$ cat src/rtl/camera_capture_pkg.sv
// Shared constants for the camera capture block: pairing FSM encodings and
// default parameter values.
package camera_capture_pkg;

    localparam int DATA_W_DEF    = 8;
    localparam int DEPTH_DEF     = 4;
    localparam int BURST_GAP_DEF = 7;
    localparam int THRESH_DEF    = 4;
    localparam int SKIP_HOLD_DEF = 4;

    localparam logic [1:0] WAIT_FIRST  = 2'b00;
    localparam logic [1:0] WAIT_SECOND = 2'b01;
    localparam logic [1:0] COMPARE     = 2'b10;
    localparam logic [1:0] SKIP_ST     = 2'b11;

endpackage

$ cat src/rtl/camera_capture_fifo.sv
// Frame FIFO: DEPTH x DATA_W storage with a registered head entry.
// The head register is loaded with the incoming sample when it becomes the head.
module capture_fifo #(
    parameter int DATA_W = 8,
    parameter int DEPTH  = 4
) (
    input  logic              clk,
    input  logic              reset,
    input  logic              push,
    input  logic [DATA_W-1:0] din,
    input  logic              pop,
    output logic              full,
    output logic              empty,
    output logic [DATA_W-1:0] head
);
    localparam int AW = $clog2(DEPTH);
    localparam logic [AW-1:0] ONE_PTR  = AW'(1);
    localparam logic [AW:0]   ONE_CNT  = (AW+1)'(1);
    localparam logic [AW:0]   FULL_CNT = (AW+1)'(DEPTH);

    logic [DATA_W-1:0] mem [DEPTH];
    logic [AW-1:0]     rd_ptr_reg;
    logic [AW-1:0]     wr_ptr_reg;
    logic [AW:0]       count_reg;
    logic [DATA_W-1:0] head_reg;
    logic              push_ok;
    logic              pop_ok;

    assign full    = (count_reg == FULL_CNT);
    assign empty   = (count_reg == '0);
    assign pop_ok  = pop && !empty;
    assign push_ok = push && (!full || pop_ok);
    assign head    = head_reg;

    always_ff @(posedge clk) begin
        if (push_ok)
            mem[wr_ptr_reg] <= din;
    end

    always_ff @(posedge clk) begin
        if (!reset) begin
            rd_ptr_reg <= '0;
            wr_ptr_reg <= '0;
            count_reg  <= '0;
            head_reg   <= '0;
        end else begin
            if (push_ok)
                wr_ptr_reg <= wr_ptr_reg + ONE_PTR;
            if (pop_ok)
                rd_ptr_reg <= rd_ptr_reg + ONE_PTR;
            case ({push_ok, pop_ok})
                2'b10:   count_reg <= count_reg + ONE_CNT;
                2'b01:   count_reg <= count_reg - ONE_CNT;
                default: count_reg <= count_reg;
            endcase
            // New sample becomes the head when the FIFO is (or is about to be) empty
            if (push_ok && (empty || (pop_ok && count_reg == ONE_CNT)))
                head_reg <= din;
            else if (pop_ok)
                head_reg <= mem[rd_ptr_reg + ONE_PTR];
        end
    end

endmodule

$ cat src/rtl/camera_capture.sv
// Camera-side shutter responder: captures one sample per shutter pulse into a
// FIFO and requests a skip when the two shots of a burst are near-identical.
module camera_capture
    import camera_capture_pkg::*;
#(
    parameter int DATA_W    = DATA_W_DEF,
    parameter int DEPTH     = DEPTH_DEF,
    parameter int BURST_GAP = BURST_GAP_DEF,
    parameter int THRESH    = THRESH_DEF,
    parameter int SKIP_HOLD = SKIP_HOLD_DEF
) (
    input  logic              clk,
    input  logic              reset,
    input  logic              shutter,
    input  logic [DATA_W-1:0] pixel_in,
    output logic              skip,
    output logic              frame_valid,
    output logic [DATA_W-1:0] frame_data,
    input  logic              frame_ready,
    output logic              overflow
);
    localparam int GW = $clog2(BURST_GAP + 1);
    localparam int HW = $clog2(SKIP_HOLD + 1);
    localparam logic [GW-1:0]   GAP_ONE   = GW'(1);
    localparam logic [GW-1:0]   GAP_LAST  = GW'(BURST_GAP - 1);
    localparam logic [HW-1:0]   HOLD_ONE  = HW'(1);
    localparam logic [HW-1:0]   HOLD_INIT = HW'(SKIP_HOLD - 1);
    localparam logic [DATA_W:0] THRESH_W  = (DATA_W+1)'(THRESH);

    logic              shutter_q_reg;
    logic              shot;
    logic              pop;
    logic              fifo_full;
    logic              fifo_empty;
    logic              overflow_reg;
    logic              skip_reg;
    logic [1:0]        state_reg,    state_next;
    logic [GW-1:0]     gap_reg,      gap_next;
    logic [HW-1:0]     hold_reg,     hold_next;
    logic [DATA_W-1:0] sample_a_reg, sample_a_next;
    logic [DATA_W-1:0] sample_b_reg, sample_b_next;
    logic [DATA_W-1:0] diff;

    assign shot        = shutter & ~shutter_q_reg;
    assign frame_valid = ~fifo_empty;
    assign pop         = frame_valid & frame_ready;
    assign skip        = skip_reg;
    assign overflow    = overflow_reg;

    capture_fifo #(
        .DATA_W (DATA_W),
        .DEPTH  (DEPTH)
    ) u_fifo (
        .clk   (clk),
        .reset (reset),
        .push  (shot),
        .din   (pixel_in),
        .pop   (pop),
        .full  (fifo_full),
        .empty (fifo_empty),
        .head  (frame_data)
    );

    assign diff = (sample_a_reg >= sample_b_reg) ? (sample_a_reg - sample_b_reg)
                                                 : (sample_b_reg - sample_a_reg);

    always_comb begin
        state_next    = state_reg;
        gap_next      = gap_reg;
        hold_next     = hold_reg;
        sample_a_next = sample_a_reg;
        sample_b_next = sample_b_reg;
        case (state_reg)
            WAIT_FIRST: begin
                if (shot) begin
                    sample_a_next = pixel_in;
                    gap_next      = '0;
                    state_next    = WAIT_SECOND;
                end
            end
            WAIT_SECOND: begin
                // gap never passes BURST_GAP-1 here, so any shot is in-window
                gap_next = gap_reg + GAP_ONE;
                if (shot) begin
                    sample_b_next = pixel_in;
                    state_next    = COMPARE;
                end else if (gap_reg == GAP_LAST) begin
                    state_next = WAIT_FIRST;
                end
            end
            COMPARE: begin
                if ({1'b0, diff} <= THRESH_W) begin
                    state_next = SKIP_ST;
                    hold_next  = HOLD_INIT;
                end else begin
                    state_next = WAIT_FIRST;
                end
            end
            SKIP_ST: begin
                if (hold_reg == '0)
                    state_next = WAIT_FIRST;
                else
                    hold_next = hold_reg - HOLD_ONE;
            end
            default: state_next = WAIT_FIRST;
        endcase
    end

    always_ff @(posedge clk) begin
        if (!reset) begin
            shutter_q_reg <= 1'b0;
            overflow_reg  <= 1'b0;
            skip_reg      <= 1'b0;
            state_reg     <= WAIT_FIRST;
            gap_reg       <= '0;
            hold_reg      <= '0;
            sample_a_reg  <= '0;
            sample_b_reg  <= '0;
        end else begin
            shutter_q_reg <= shutter;
            if (shot && fifo_full && !pop)
                overflow_reg <= 1'b1;
            skip_reg      <= (state_next == SKIP_ST);
            state_reg     <= state_next;
            gap_reg       <= gap_next;
            hold_reg      <= hold_next;
            sample_a_reg  <= sample_a_next;
            sample_b_reg  <= sample_b_next;
        end
    end

endmodule

$ cat config.mk
export PLATFORM = sky130hd
export DESIGN_NAME = camera_capture
export DESIGN_NICKNAME = d
export VERILOG_FILES = /design/src/rtl/camera_capture_pkg.sv /design/src/rtl/camera_capture_fifo.sv /design/src/rtl/camera_capture.sv
export SDC_FILE = /design/constraint.sdc
export NUM_CORES = 1
export LEC_CHECK = 0
export CORE_MARGIN = 2
export CORE_UTILIZATION = 50
export DETAILED_ROUTE_END_ITERATION = 16
export PLACE_DENSITY_LB_ADDON = 0.12
export SYNTH_ARGS = -nofsm -noshare
export SYNTH_HDL_FRONTEND = slang
export SYNTH_SLANG_ARGS = --single-unit
$ cat constraint.sdc
create_clock -name clk -period 2.3 [get_ports clk]
set_input_delay 0.23 -clock clk [delete_from_list [all_inputs] [get_ports clk]]
set_output_delay 0.23 -clock clk [all_outputs]
set_load 0.05 [all_outputs]
==> metrics.md <==
| Metric | Value |
|---|---|
| Status | finished clean |
| Clock buffer depth | 2 |
| Most Crowded Layer GR | met2 |
| DR iter-0 viols | 189 |
| CP delay by family, top | compound AO/OA/AOI/OAI gates |
| Critical Path Fanout Max | 4 |
| GR Overflow Total | 0 |
| Worst endpoint data arrival time | about 2500 ps |
| Grt met2 use | 32.4% |
| Nets | about 460 |
| Number of global-route vias before repair | 2765 |
| Max cap viols | 0 |
| Detail Placement HPWL | approximately 5400 um |
| DRT Wirelength | 7950 um |
| Worst Setup SP | sample_a_reg[1] |
| R2r worst-path depth | 9 |
| Root Driver | clkbuf_8 |
| Crit start category | flip-flop |
| Area grow syn2layout | 19.8% |
| Num CTS Buffers | 9 |
| Pre-CTS setup slack | -74.6 ps |
| Die width | ~93 um |
| Worst setup path end | hold_reg[1] |
| Initial Util | about 52% |
| Crit-path max cell delay | 450 ps |
| Sw Ratio | 34.9% |
| WP data required | between 2000 and 3000 ps |
| Core Box Area | 7730 sq um |
| CTS H-tree depth | 3 |
| Core Rows | 32 |
| TritonCTS clock tree | done |
| Syn nets | between 400 and 500 |
| Tcrit/Tclk final | 97.6% |
| Placed Instances | between 500 and 600 |
| Die area | 8720 sq um |
| Switching Power | between 1 and 1.5 mW |
| Post-route setup slack | ~55 ps |
| Combinational share of power | around 34% |
| FF-to-FF setup slack | roughly 55 ps |
| Largest cells by area after synthesis | edfxtp_1 24%, dfxtp_1 21%, ha_1 8.8%, nand2_1 4.7%, mux4_2 4.5% |
| Largest Register | u_fifo.mem |
| Final Wtd Congestion | 0.860 |
| Detail Route Antenna Nets | 0 |
| Cell count after synthesis | roughly 380 |
| Crit path buf inv count | 1 |
| Routed vias/inst | around 5.4 |
| RSZ-0062 raised after global routing | yes |
| Hold Slack | 470 ps |
| Critical Path Stages | 9 |
| Pint | 2.64 mW |
| Reg2Reg Capture Point | hold_reg[1] |
| DRC viols | 0 |
| Hold Violations, Final | 0 |
| First drt pass iteration count | 4 |
| Worst hold path type | flip-flop to flip-flop |
| Syn Area/Cell | 10.6 sq um |
| Largest net degree at the start of global routing | 42 |
| Worst-Margin Slew | 637 ps |
| Max-slew violation count | 0 |
| Max reg flops | 32 |
| Seq pwr share | roughly two fifths |
| Cell with the most instances after synthesis | nand2_1 |
| CP Capture Type | flip-flop |
| GRT Total Usage | around a fifth |
| Clk sinks | 74 |
| Die height | 93.4 um |
| Yosys cell types | 59 |
| Synth area leader | edfxtp_1 |
| WS Path Type | flip-flop to flip-flop |
| Final setup vio count | 0 |
| Yosys warning count | 0 |
| Non-Filler Instances | about 520 |
| Max IR drop VDD | approximately 0.00080 V |
| Grt met3 use | around 4.8% |
| Initial antenna violation count | 0 |
| Fin crit period | between 2000 and 2500 ps |
| Post-DP Area | between 4000 and 5000 sq um |
| Seq/Total Area, Yosys | a little under half |
| Crit-path slowest cell | a2111oi_4 |
| Seq cells post-synth | 74 |
| Synth top area share | around a quarter |
| Worst-path clk slew | roughly 80 ps |
| Slew HR | 57.5% |
| Final Instance Area | 4780 sq um |
| First-pass GRT wire length | about 13000 um |
| Clk pwr share | between 20% and 30% |
| Grt met1 use | 25.3% |
| Mapped Area | between 3000 and 4000 sq um |
| Async set-reset flop share out of synthesis | 0% |
| Max Fclk | ~450 MHz |
| Clk_lat worst skew | around 350 ps |
| Post-synth EDFFs | 32 |
| Ant diodes | 0 |
| Top_reg_cell synth | dfxtp_1 |
| Avg WL per Cell | about 15 um |
| Vias after detailed routing | 2834 |
| Worst R2R Start | sample_a_reg[1] |
| Layout cells sized above 1 | 22.5% |
| Worst path cell trace | inv_2, ha_4, nor2b_4, o211ai_2, a21oi_2, or3_4, a2111oi_4, nor2_2, o21a_1 |
| Leakage power | 1.88 nW |
| Most instantiated cells after synthesis | 50 x nand2_1, 42 x dfxtp_1, 32 x edfxtp_1 |
| IO Pins | 23 |
| Cell area power density | roughly 850 nW/um^2 |
| Clock skew | approximately 15 ps |
| Port buffer count | 22 |
[through the flow]
| step | TNS, ps | power [mW] | util [%] |
|---|---|---|---|
| after global routing | -73.3 | 4.29 | 61.9 |
| after CTS | 0 | 4.03 | 60.3 |
| after detailed placement | -88.7 | 2.95 | 56.7 |
| after floorplan | 0 | 2.61 | - |
| after global placement | -33.4 | 2.93 | 56.7 |
| final | 0 | 4.05 | 61.9 |
[logic make-up after synthesis]
logic type | Yosys count | synth area share [%]
compound gates | 83 | 16.0
buf+inv | 51 | 6.61
mux | 19 | 7.27
flops | 74 | 45.1
simple gates | 115 | 14.7
fa+ha+maj | 28 | 8.77
xor+xnor | 7 | 1.54
[how the worst min path moves through the flow]
stage | startpoint | endpoint | cells after the start
2_1_floorplan | pixel_in[0] | u_fifo.mem[0][0] | 0
3_3_place_gp | overflow | overflow | 1
3_5_place_dp | overflow | overflow | 1
4_1_cts | shutter | shutter_q_reg | 2
5_1_grt | sample_a_reg[7] | sample_a_reg[7] | 2
6_report | sample_b_reg[7] | sample_b_reg[7] | 2
[worst min-delay path, cell delays in order, from the launching register on]
cell and delay, ps:
dfxtp_1 310, nand2_1 50, a21boi_0 60
[what timing repair did]
action | 4_1_cts | 5_1_grt
hold buffers | 0 | 0
gates resized for setup | 12 | 22
endpoints found under the setup margin | 5 | 6
pin swaps | 7 | 8
setup buffers | 1 | 2
[power groups by stage]
stage	clock [mW]	sequential (mW)	combinational, mW
6_report	1.06	1.61	1.39
5_1_grt	1.14	1.62	1.53
3_5_place_dp	0	1.64	1.32
4_1_cts	1.08	1.61	1.35
3_3_place_gp	0	1.63	1.30
2_1_floorplan	0	1.78	0.825
[cell usage in the layout, fill, tap and decap left out, types with 5 or more instances in the layout]
master | netlist | routed
dfxtp_2 | 0 | 6
a21oi_1 | 14 | 11
mux4_2 | 8 | 8
nand3_1 | 8 | 7
buf_4 | 0 | 26
dfxtp_1 | 42 | 36
ha_4 | 0 | 5
a21boi_0 | 19 | 19
mux2i_1 | 11 | 11
clkbuf_8 | 4 | 9
ha_1 | 28 | 20
clkdlybuf4s50_1 | 0 | 22
inv_1 | 30 | 29
and2_1 | 12 | 11
nor2_1 | 12 | 12
o211a_1 | 10 | 10
o21ai_0 | 11 | 10
nand2_1 | 50 | 50
edfxtp_1 | 32 | 32
[metal layers]
metal	vias to the layer above	part of all wire (%)
li1	1410	-
met1	1365	48
met2	53	48
met3	6	3.5
met4	0	0.77
met5	-	0
[layout make-up]
cell class	count	area (sq um)
clock buffers	9	124
clock inverters	7	83.8
fillers	625	2950
inverters	30	113
multi-input cells	252	2090
flip-flops and latches	74	1810
well taps	102	128
repair buffers	50	438
Note: power is estimated with default switching activity, not from simulation.
